`src/rtl/neander_prog_loader.sv`:
```
// Program loader for the Neander CPU: accepts a framed byte stream (length, payload, checksum),
// writes the payload into program RAM from address 0 and holds the CPU in reset until a good frame.
module neander_prog_loader #(
    parameter int unsigned ADDR_W  = 7,
    parameter int unsigned MAX_LEN = 128
) (
    input  logic              clk,
    input  logic              rst,
    input  logic              start,
    input  logic              in_valid,
    input  logic [7:0]        in_data,
    output logic              in_ready,
    output logic              mem_we,
    output logic [ADDR_W-1:0] mem_addr,
    output logic [7:0]        mem_din,
    output logic              cpu_rst,
    output logic              busy,
    output logic              done,
    output logic              err,
    output logic [7:0]        count
);

    localparam logic [8:0] MaxLen = 9'(MAX_LEN);

    typedef enum logic [2:0] {
        StIdle,
        StLen,
        StData,
        StChk,
        StDone,
        StErr
    } state_e;

    state_e state_q, state_d;

    logic [7:0]        len_q, len_d;
    logic [7:0]        sum_q, sum_d;
    logic [7:0]        count_q, count_d;
    logic              mem_we_q, mem_we_d;
    logic [ADDR_W-1:0] mem_addr_q, mem_addr_d;
    logic [7:0]        mem_din_q, mem_din_d;
    logic              cpu_rst_q, cpu_rst_d;
    logic              busy_q, busy_d;
    logic              done_q, done_d;
    logic              err_q, err_d;

    logic accept;
    logic len_ok;
    logic last_byte;
    logic sum_ok;

    assign accept    = in_valid & in_ready;
    assign len_ok    = (in_data != 8'd0) && ({1'b0, in_data} <= MaxLen);
    assign last_byte = (count_q + 8'd1) == len_q;
    assign sum_ok    = in_data == sum_q;

    // State register
    always_ff @(posedge clk) begin
        if (rst) begin
            state_q <= StIdle;
        end else begin
            state_q <= state_d;
        end
    end

    // Next-state logic
    always_comb begin
        state_d = state_q;
        case (state_q)
            StIdle, StDone, StErr: begin
                if (start) state_d = StLen;
            end
            StLen: begin
                if (accept) state_d = len_ok ? StData : StErr;
            end
            StData: begin
                if (accept && last_byte) state_d = StChk;
            end
            StChk: begin
                if (accept) state_d = sum_ok ? StDone : StErr;
            end
            default: state_d = StIdle;
        endcase
    end

    // Output and datapath next values; everything but in_ready is registered below
    always_comb begin
        in_ready   = 1'b0;
        len_d      = len_q;
        sum_d      = sum_q;
        count_d    = count_q;
        mem_we_d   = 1'b0;
        mem_addr_d = mem_addr_q;
        mem_din_d  = mem_din_q;
        cpu_rst_d  = cpu_rst_q;
        busy_d     = busy_q;
        done_d     = done_q;
        err_d      = err_q;
        case (state_q)
            StIdle, StDone, StErr: begin
                if (start) begin
                    busy_d    = 1'b1;
                    done_d    = 1'b0;
                    err_d     = 1'b0;
                    cpu_rst_d = 1'b1;
                    count_d   = 8'd0;
                    sum_d     = 8'd0;
                end
            end
            StLen: begin
                in_ready = 1'b1;
                if (accept) begin
                    if (len_ok) begin
                        len_d = in_data;
                    end else begin
                        busy_d = 1'b0;
                        err_d  = 1'b1;
                    end
                end
            end
            StData: begin
                in_ready = 1'b1;
                if (accept) begin
                    mem_we_d   = 1'b1;
                    mem_addr_d = count_q[ADDR_W-1:0];
                    mem_din_d  = in_data;
                    count_d    = count_q + 8'd1;
                    sum_d      = sum_q + in_data;
                end
            end
            StChk: begin
                in_ready = 1'b1;
                if (accept) begin
                    busy_d = 1'b0;
                    if (sum_ok) begin
                        done_d    = 1'b1;
                        cpu_rst_d = 1'b0;
                    end else begin
                        err_d = 1'b1;
                    end
                end
            end
            default: ;
        endcase
    end

    always_ff @(posedge clk) begin
        if (rst) begin
            len_q      <= 8'd0;
            sum_q      <= 8'd0;
            count_q    <= 8'd0;
            mem_we_q   <= 1'b0;
            mem_addr_q <= '0;
            mem_din_q  <= 8'd0;
            cpu_rst_q  <= 1'b1;
            busy_q     <= 1'b0;
            done_q     <= 1'b0;
            err_q      <= 1'b0;
        end else begin
            len_q      <= len_d;
            sum_q      <= sum_d;
            count_q    <= count_d;
            mem_we_q   <= mem_we_d;
            mem_addr_q <= mem_addr_d;
            mem_din_q  <= mem_din_d;
            cpu_rst_q  <= cpu_rst_d;
            busy_q     <= busy_d;
            done_q     <= done_d;
            err_q      <= err_d;
        end
    end

    assign mem_we   = mem_we_q;
    assign mem_addr = mem_addr_q;
    assign mem_din  = mem_din_q;
    assign cpu_rst  = cpu_rst_q;
    assign busy     = busy_q;
    assign done     = done_q;
    assign err      = err_q;
    assign count    = count_q;

endmodule
```
`config.mk`:
```
export PLATFORM = sky130hd
export DESIGN_NAME = neander_prog_loader
export DESIGN_NICKNAME = d
export VERILOG_FILES = /design/src/rtl/neander_prog_loader.sv
export SDC_FILE = /design/constraint.sdc
export NUM_CORES = 1
export LEC_CHECK = 0
export ABC_AREA = 1
export CORE_MARGIN = 1.5
export CORE_UTILIZATION = 45
export CTS_BUF_LIST = sky130_fd_sc_hd__clkbuf_2
export DETAILED_ROUTE_END_ITERATION = 7
export GPL_ROUTABILITY_DRIVEN = 0
export GPL_TIMING_DRIVEN = 0
export PLACE_DENSITY = 0.75
export SLEW_MARGIN = 10
export SYNTH_ARGS = -nofsm -noshare
export SYNTH_HDL_FRONTEND = slang
export SYNTH_SLANG_ARGS = --single-unit
```
`constraint.sdc`:
```
create_clock -name clk -period 1.77 [get_ports clk]
set_input_delay 0.177 -clock clk [delete_from_list [all_inputs] [get_ports clk]]
set_output_delay 0.177 -clock clk [all_outputs]
set_load 0.1 [all_outputs]
```
; ---- Word-level counts from Yosys, hierarchy flattened
; Index checks and enable logic that the tools add are counted.
; Widths: inputs -> output; s select.
[op_classes]
add_sub_neg = 2
order_cmp = 1
eq_ne = 15
n_mux = 31
n_bitwise = 2
n_reduce_logical = 17
[op_table]
columns = op, n
row1 = $pmux 8 s2, 2
row2 = $mux 8, 3
row3 = $eq 8x8->1, 2
row4 = $mux 1, 16
row5 = $ne 2x2->1 const B, 8
row6 = $mux 3, 5
row7 = $pmux 3 s4, 1
row8 = $add 8x1->8 const B, 1
row9 = $add 8x8->8, 1
row10 = $le 8x8->1 const B, 1
row11 = $reduce_and 4->1, 2
row12 = $reduce_bool 8->1, 1
row13 = $eq 3x2->1 const B, 2
row14 = $eq 3x3->1 const B, 2
row15 = $pmux 1 s3, 2
row16 = $reduce_and 3->1, 2
row17 = $reduce_and 6->1, 1
row18 = $reduce_or 3->1, 2
row19 = $reduce_and 5->1, 1
row20 = $pmux 1 s2, 2
row21 = $reduce_bool 2->1, 2
row22 = $eq 3x1->1 const B, 1
row23 = $logic_not 3->1, 1
row24 = $reduce_bool 3->1, 1
row25 = other kinds (5), 6
[totals]
regBits = 47
in_bits = 12
output_inout_bits = 29

; ---- Logic depth before layout (Yosys ltp)
; Gate-level depths: netlist (run 1).
[logic_depth]
ltp_word = 7
mapped_depth = 13
mapped_depth_nobuf = 13

; ---- Worst setup path before layout (run 1)
; OpenSTA, ideal clock, no wires.
[synth_path]
kind = reg-to-reg
startpoint = register count_q[0], in the netlist count[0]
endpoint = register state_q[0]
arrival_time_ps = 2309
required_ps = 1655
slack_ps = -654
path_stages_with_launch = 11
n_path_buf = 0
period_less_slack_ps = 2424
path_cell_list = dfxtp_1 ha_1 nand2_1 nor2_4 nand3_1 nand3_1 nand3_1 nor2_1 nand2_1 a21oi_1 nor2_1
[synth_between]
elab_chain_len = 5
[synth_lines]
columns = item, line_no
row1 = start: declaration, 38  ; logic [7:0] count_q, count_d;
row2 = start signal: assignment, 162  ; count_q <= count_d;
row3 = $add 8x1->8, 54  ; assign last_byte = (count_q + 8'd1) == len_q;
row4 = $eq 8x8->1, 54
row5 = $logic_and 1x1->1, 77  ; if (accept && last_byte) state_d = StChk;
row6 = $ne 2x2->1 (no line), -
row7 = $reduce_and 4->1 (no line), -
row8 = end signal: assignment, 60  ; state_q <= StIdle;
row9 = end signal: assignment, 62  ; state_q <= state_d;
row10 = end: declaration, 34  ; state_e state_q, state_d;
; No other way between the ends.
; A chain may end at the register's enable or synchronous reset.

; ---- Worst setup path in the final report (run 1)
[layout_path]
startpoint = register sum_q[0]
endpoint = register sum_q[6]
[layout_between]
elab_chain_len = 3
[layout_lines]
columns = item, line_no
row1 = start: declaration, 37  ; logic [7:0] sum_q, sum_d;
row2 = start signal: assignment, 161  ; sum_q <= sum_d;
row3 = $add 8x8->8, 128  ; sum_d = sum_q + in_data;
row4 = $mux 8, 123  ; if (accept) begin
row5 = $pmux 8 s2, 99  ; case (state_q)
; No other way between the ends. The select of a mux whose other input is x is not followed.

==> results of run 1 <==
logic make-up (layout without fill, tap and decap cells):
group	count (synthesis)	in the layout	share of synthesized area
AND/OR/NAND/NOR	166	166	0.2931
AO/OA/AOI/OAI	78	78	0.1689
XOR/XNOR	2	2	0.007343
flip-flops	47	47	0.3943
buffers and inverters	52	106	0.08600
adder cells (fa/ha/maj)	9	9	0.05034
worst min-delay path: cells and delay by family:
family | cells | cell delay, ns
buf+inv | 2 | 0.57
compound gates | 1 | 0.06
state kept, by name (all words and copies together) (netlist names), 3 cells and up:
name	cells
state_q	3
sum_q	8
len_q	8
mem_addr	7
count	8
mem_din	8
cells in the mapped netlist (2+ instances only):
master    number
nand2_1       83
dfxtp_1       47
a21oi_1       43
inv_1         41
nand3_1       36
nor2_1        36
o21ai_0       30
ha_1           8
buf_2          5
nor3_1         5
clkbuf_1       4
nand4_1        3
nor2_4         2
xor2_1         2
report_power, final:
part | total, mW | switching, mW | internal, mW
combinational | 1.74 | 1.31 | 0.435
clock | 0.448 | 0.340 | 0.108
sequential | 1.31 | 0.0994 | 1.21
total | 3.50 | 1.75 | 1.75
final cells by class:
type / instances / area [um^2]
sequential: 47 / 962.2
inverter: 42 / 157.7
fill: 479 / 2013
clock buffer: 7 / 35.03
multi-input combinational: 255 / 1319
tap: 70 / 87.58
buffer: 10 / 50.05
timing repair buffer: 46 / 478.0
clock inverter: 1 / 5.005
metal layers:
metal  global-route usage  vias to the layer above
met5                    0                        -
met4              0.05952                        0
met3              0.04762                        6
met2               0.3826                       73
met1               0.3103                     1125
li1                     -                     1267
repair_timing:
action,CTS,global route
setup endpoints to repair,30,25
hold buffers,0,0
resized for setup,88,30
setup buffers,0,6
pin swaps,0,10
how the worst max path moves through the flow:
| stage | start | endpoint | slack (ns) | depth (start not counted) |
|---|---|---|---|---|
| finish | sum_q[0] | sum_q[6] | 0.03 | 11 |
| global route | sum_q[0] | sum_q[6] | -0.1 | 11 |
| CTS | state_q[2] | in_ready | -0.11 | 4 |
| detailed placement | in_data[0] | sum_q[6] | -0.43 | 12 |
| global placement | in_data[0] | sum_q[6] | -0.38 | 12 |
| floorplan | count[7] | state_q[0] | 0.003 | 7 |
==> summary.md, run 1 <==
| Metric | Value |
|---|---|
| Syn Nets | 375 |
| P_leak | 1.291 nW |
| WL/cell | 13.31 um |
| Top Layer Used | met4 |
| Worst IR Drop VDD | 0.6809 mV |
| Port bufs | 40 |
| Final-report hold violation count | 0 |
| Via count | about 2500 |
| Worst rel slew slack | 0.6136 |
| Total gr overflow | 0 |
| Cell family with most CP delay | adder cells |
| Outcome | finished clean |
| Post-synthesis sequential area ratio | 0.3943 |
| Slew @ Worst Pin | between 0.5 and 0.6 ns |
| CP Buf/Inv Count | 0 |
| ANT cells | 0 |
| Worst path most repeated cell | nand2_2 |
| Antenna-violating nets left | 0 |
| Most used DFF post-synth | dfxtp_1 |
| Initial antenna violation count | 0 |
| Final instance area | 3094 um^2 |
| Most common cell after layout, fill and taps aside | nand2_1 |
| Synth area leader | dfxtp_1 |
| Crit start category | register |
| IO Count | 41 |
| Die area | between 5000 and 6000 um^2 |
| Yosys cell types | 23 |
| Most frequent cells in the layout | 76 x nand2_1, 42 x a21oi_1, 40 x inv_1, 36 x dfxtp_1 |
| Core Region | between 5000 and 6000 um^2 |
| Share of cells above drive strength 1 | 0.2034 |
| Final Skew | 0.02015 ns |
| EDFF count, synth | 0 |
| Endpoint arrival time on the critical path | 2.09 ns |
| Worst-path clk slew | 0.22 ns |
| Met3 WL | 428 um |
| Hold Crit Class | in -> reg |
| Initial Utilization | 0.4672 |
| Max Root-Sink Buffers | 2 |
| Number of max-cap violations | 0 |
| Critical path's largest stage delay | 0.38 ns |
| Critical path endpoint category | register |
| Num CTS Buffers | 5 |
| RSZ-0062 raised after global routing | yes |
| Worst slack at placement | -0.4257 ns |
| Fmax | 0.5735 GHz |
| Area grow syn2layout | 29.68% |
| Final setup fails | 0 |
| Number of global-route vias before repair | 2060 |
| WL met2 | 3076 um |
| Placed cell area | approximately 2900 um^2 |
| Overall Global Routing Usage | 0.2323 |
| Worst skew pair latency | 0.42 ns |
| Setup CP Type | reg -> reg |
| Root Buffer | clkbuf_2 |
| CP Data Required Time | 2.12 ns |
| Hold EP | mem_din[7] |
| Tcrit/Tclk final | 0.9851 |
| CP cell instances | ha_4, fa_2, nand3_2, nand2_2, nand2_2, nand2_2, nand2_1, nand2_1, a21oi_1, o21ai_1, a21oi_1 |
| Die height | 75.82 um |
| Setup TNS | 0 ns |
| 1st-pass router iterations | 6 |
| Post-Layout Cell Count | 478 |
| Reg2Reg Setup Slack | 0.03 ns |
| CTS sink cnt | 47 |
| Largest net degree at the start of global routing | 14 |
| CTS tree | built |
| DR iter-0 viols | 164 |
| M1 WL | ~2800 um |
| FP Rows | 26 |
| Final worst slack | 0.02637 ns |
| Crit-path slowest cell | dfxtp_2 |
| Hold path depth | 3 |
| Number of H-tree levels | 2 |
| Worst Path Max Fanout | 2 |
| Post-route DRC violation count | 0 |
| Synth Register Bits | 47 |
| Post-Route WL | approximately 6400 um |
| Final HPWL DP | 4547 um |
| Fraction of registers with async set/reset | 0 |
| Slew Limit Fails | 0 |
| Mean Syn Cell Area | approximately 6.7 um^2 |
| R2R Path Start | sum_q[0] |
| Final Power | 3.498 mW |
| Dpl cells | 464 |
| Reg2reg end | sum_q[6] |
| Largest cells by area after synthesis | dfxtp_1 39%, nand2_1 13%, a21oi_1 9.0% |
| Post-Syn Area | approximately 2400 um^2 |
| Final Critical Period | 1.744 ns |
| Worst hold start | in_data[7] |
| First-pass GRT wire length | 9998 um |
| P per Cell Area | 1130 nW/um^2 |
| Syn Inst Count | 354 |
| Vias per cell | approximately 5.2 |
| Synth top area share | 0.3943 |
| Die Wd | between 70 and 80 um |
| Final core utilization | 0.6058 |
| Final nets | 428 |
| R2R depth | 11 |
| Tightest hold margin | roughly 0.42 ns |
| Yosys warns | 0 |
Power figures use the tool's default switching activity.
==> run 2, diff against run 1 <==
CTS_BUF_LIST = default   (was sky130_fd_sc_hd__clkbuf_2)
==> summary.md, run 2 (same netlist as run 1, synthesis figures left out) <==
| Metric | Value |
|---|---|
| Final setup fails | 0 |
| Post-route DRC violation count | 0 |
| Cell family with most CP delay | buffers and inverters |
| Core Region | ~5000 um^2 |
| FP Rows | 26 |
| ANT cells | 0 |
| Die Wd | 75.82 um |
| Footprint of the multi-input gates | 1326 um^2 |
| Final worst slack | 0.03919 ns |
| Antenna-violating nets left | 0 |
| DR iter-0 viols | between 150 and 200 |
| Final HPWL DP | ~4500 um |
| IO Count | 41 |
| First-pass GRT wire length | around 10000 um |
| Via count | 2487 |
| RSZ-0062 raised after global routing | yes |
| Vias per cell | 5.203 |
| Post-Layout Cell Count | about 480 |
| CTS sink cnt | 47 |
| Tightest hold margin | approximately 0.23 ns |
| Die height | 75.82 um |
| Critical path endpoint category | output port |
| Register Area | 959.7 um^2 |
| Crit-path slowest cell | dlygate4sd2_1 |
| Endpoint arrival time on the critical path | 1.55 ns |
| Largest net degree at the start of global routing | 14 |
| Number of global-route vias before repair | 2067 |
| Initial antenna violation count | 0 |
| Share of cells above drive strength 1 | 0.1250 |
| Tcrit/Tclk final | 0.9779 |
| CP Buf/Inv Count | 1 |
| Outcome | finished clean |
| Worst IR Drop VDD | 0.8540 mV |
| Final nets | 428 |
| Final Critical Period | 1.731 ns |
| Worst Path Max Fanout | 2 |
| Initial Utilization | 0.4672 |
| Worst skew pair latency | roughly 0.30 ns |
| Overall Global Routing Usage | 0.2312 |
| P_leak | 1.427 nW |
| P per Cell Area | about 1200 nW/um^2 |
| Post-Route WL | between 6000 and 7000 um |
| Area grow syn2layout | 29.42% |
| Fmax | ~0.58 GHz |
| Root Buffer | clkbuf_8 |
| Crit start category | register |
| Worst-path clk slew | 0.09 ns |
| Final-report hold violation count | 0 |
| Number of H-tree levels | 2 |
| CTS tree | built |
| CP Data Required Time | 1.59 ns |
| 1st-pass router iterations | 4 |
| CP cell instances | dlygate4sd2_1 |
| Num CTS Buffers | 5 |
| Most common cell after layout, fill and taps aside | nand2_1 |
| Slew Limit Fails | 0 |
| Setup CP Type | reg -> out |
| Critical path's largest stage delay | 0.87 ns |
| Most frequent cells in the layout | 77 x nand2_1, 42 x a21oi_1, 40 x inv_1, 38 x dfxtp_1, 35 x nand3_1 |
| Max Root-Sink Buffers | 2 |
| Dpl cells | 464 |
| WL/cell | 13.23 um |
| Slew @ Worst Pin | 0.9821 ns |
| Port bufs | 40 |
| Total gr overflow | 0 |
| Die area | 5748 um^2 |
| Number of max-cap violations | 0 |
| Worst rel slew slack | 0.3478 |
| Hold Crit Class | in -> reg |
| Worst slack at placement | -0.4257 ns |
| Final Skew | 0.005995 ns |
| # fillers | 494 |
-- run 2: final timing paths --
kind / startpoint / end / depth (start not counted) / slack (ns)
hold reg to reg: busy / busy / 2 / 0.46
hold / removal: in_data[2] / mem_din[2] / 3 / 0.23
setup / recovery: mem_addr[1] / mem_addr[1] / 1 / 0.04
setup reg to reg: sum_q[0] / sum_q[6] / 11 / 0.09
-- run 2: power breakdown --
group          internal [mW]  total, mW  switching (mW)  leakage, nW
Combinational          0.402       1.71            1.30        0.999
Clock                  0.278      0.633           0.355       0.0422
Sequential              1.20       1.30          0.0948        0.386
-- run 2: layout make-up --
cell class | instances | share of cell area
Buffer | 10 | 0.01621
Clock buffer | 7 | 0.02472
Clock inverter | 1 | 0.001621
Inverter | 42 | 0.05105
Multi-Input combinational cell | 255 | 0.4295
Sequential cell | 47 | 0.3108
Tap cell | 70 | 0.02836
Timing Repair Buffer | 46 | 0.1378
-- run 2: metal layers --
metal,up-vias,GRT usage,share of wire
met5,-,0,0
met4,0,0.07143,0.012
met3,7,0.03968,0.065
met2,74,0.3778,0.49
met1,1139,0.3111,0.44
li1,1267,-,-
-- run 2: through the flow --
stage / setup TNS [ns] / util / total power, mW / cell area [um^2]
floorplan: 0 / - / 2.592 / 2415
global placement: -3.344 / 0.5683 / 2.982 / 2903
detailed placement: -4.118 / 0.5683 / 3.001 / 2903
CTS: 0 / 0.5804 / 3.569 / 2964
global route: -0.3706 / 0.6046 / 3.845 / 3088
finish: 0 / 0.6046 / 3.637 / 3088
-- run 2: worst reg2reg max path, cell delays in order, from the launching register on --
cell and delay, ns:
dfxtp_2 0.34, ha_4 0.16, fa_2 0.37, nand3_2 0.09, nand2_2 0.06, nand2_2 0.07, nand2_2 0.05, nand2_1 0.05
nand2_1 0.07, a21oi_1 0.13, o21ai_1 0.07, a21oi_1 0.15
-- run 2: timing repair --
action | 4_1_cts | 5_1_grt
pin swaps | 0 | 10
buffers inserted | 0 | 6
gates cloned | 0 | 0
endpoints found under the setup margin | 31 | 35
resized for setup | 34 | 32
hold buffers | 0 | 0
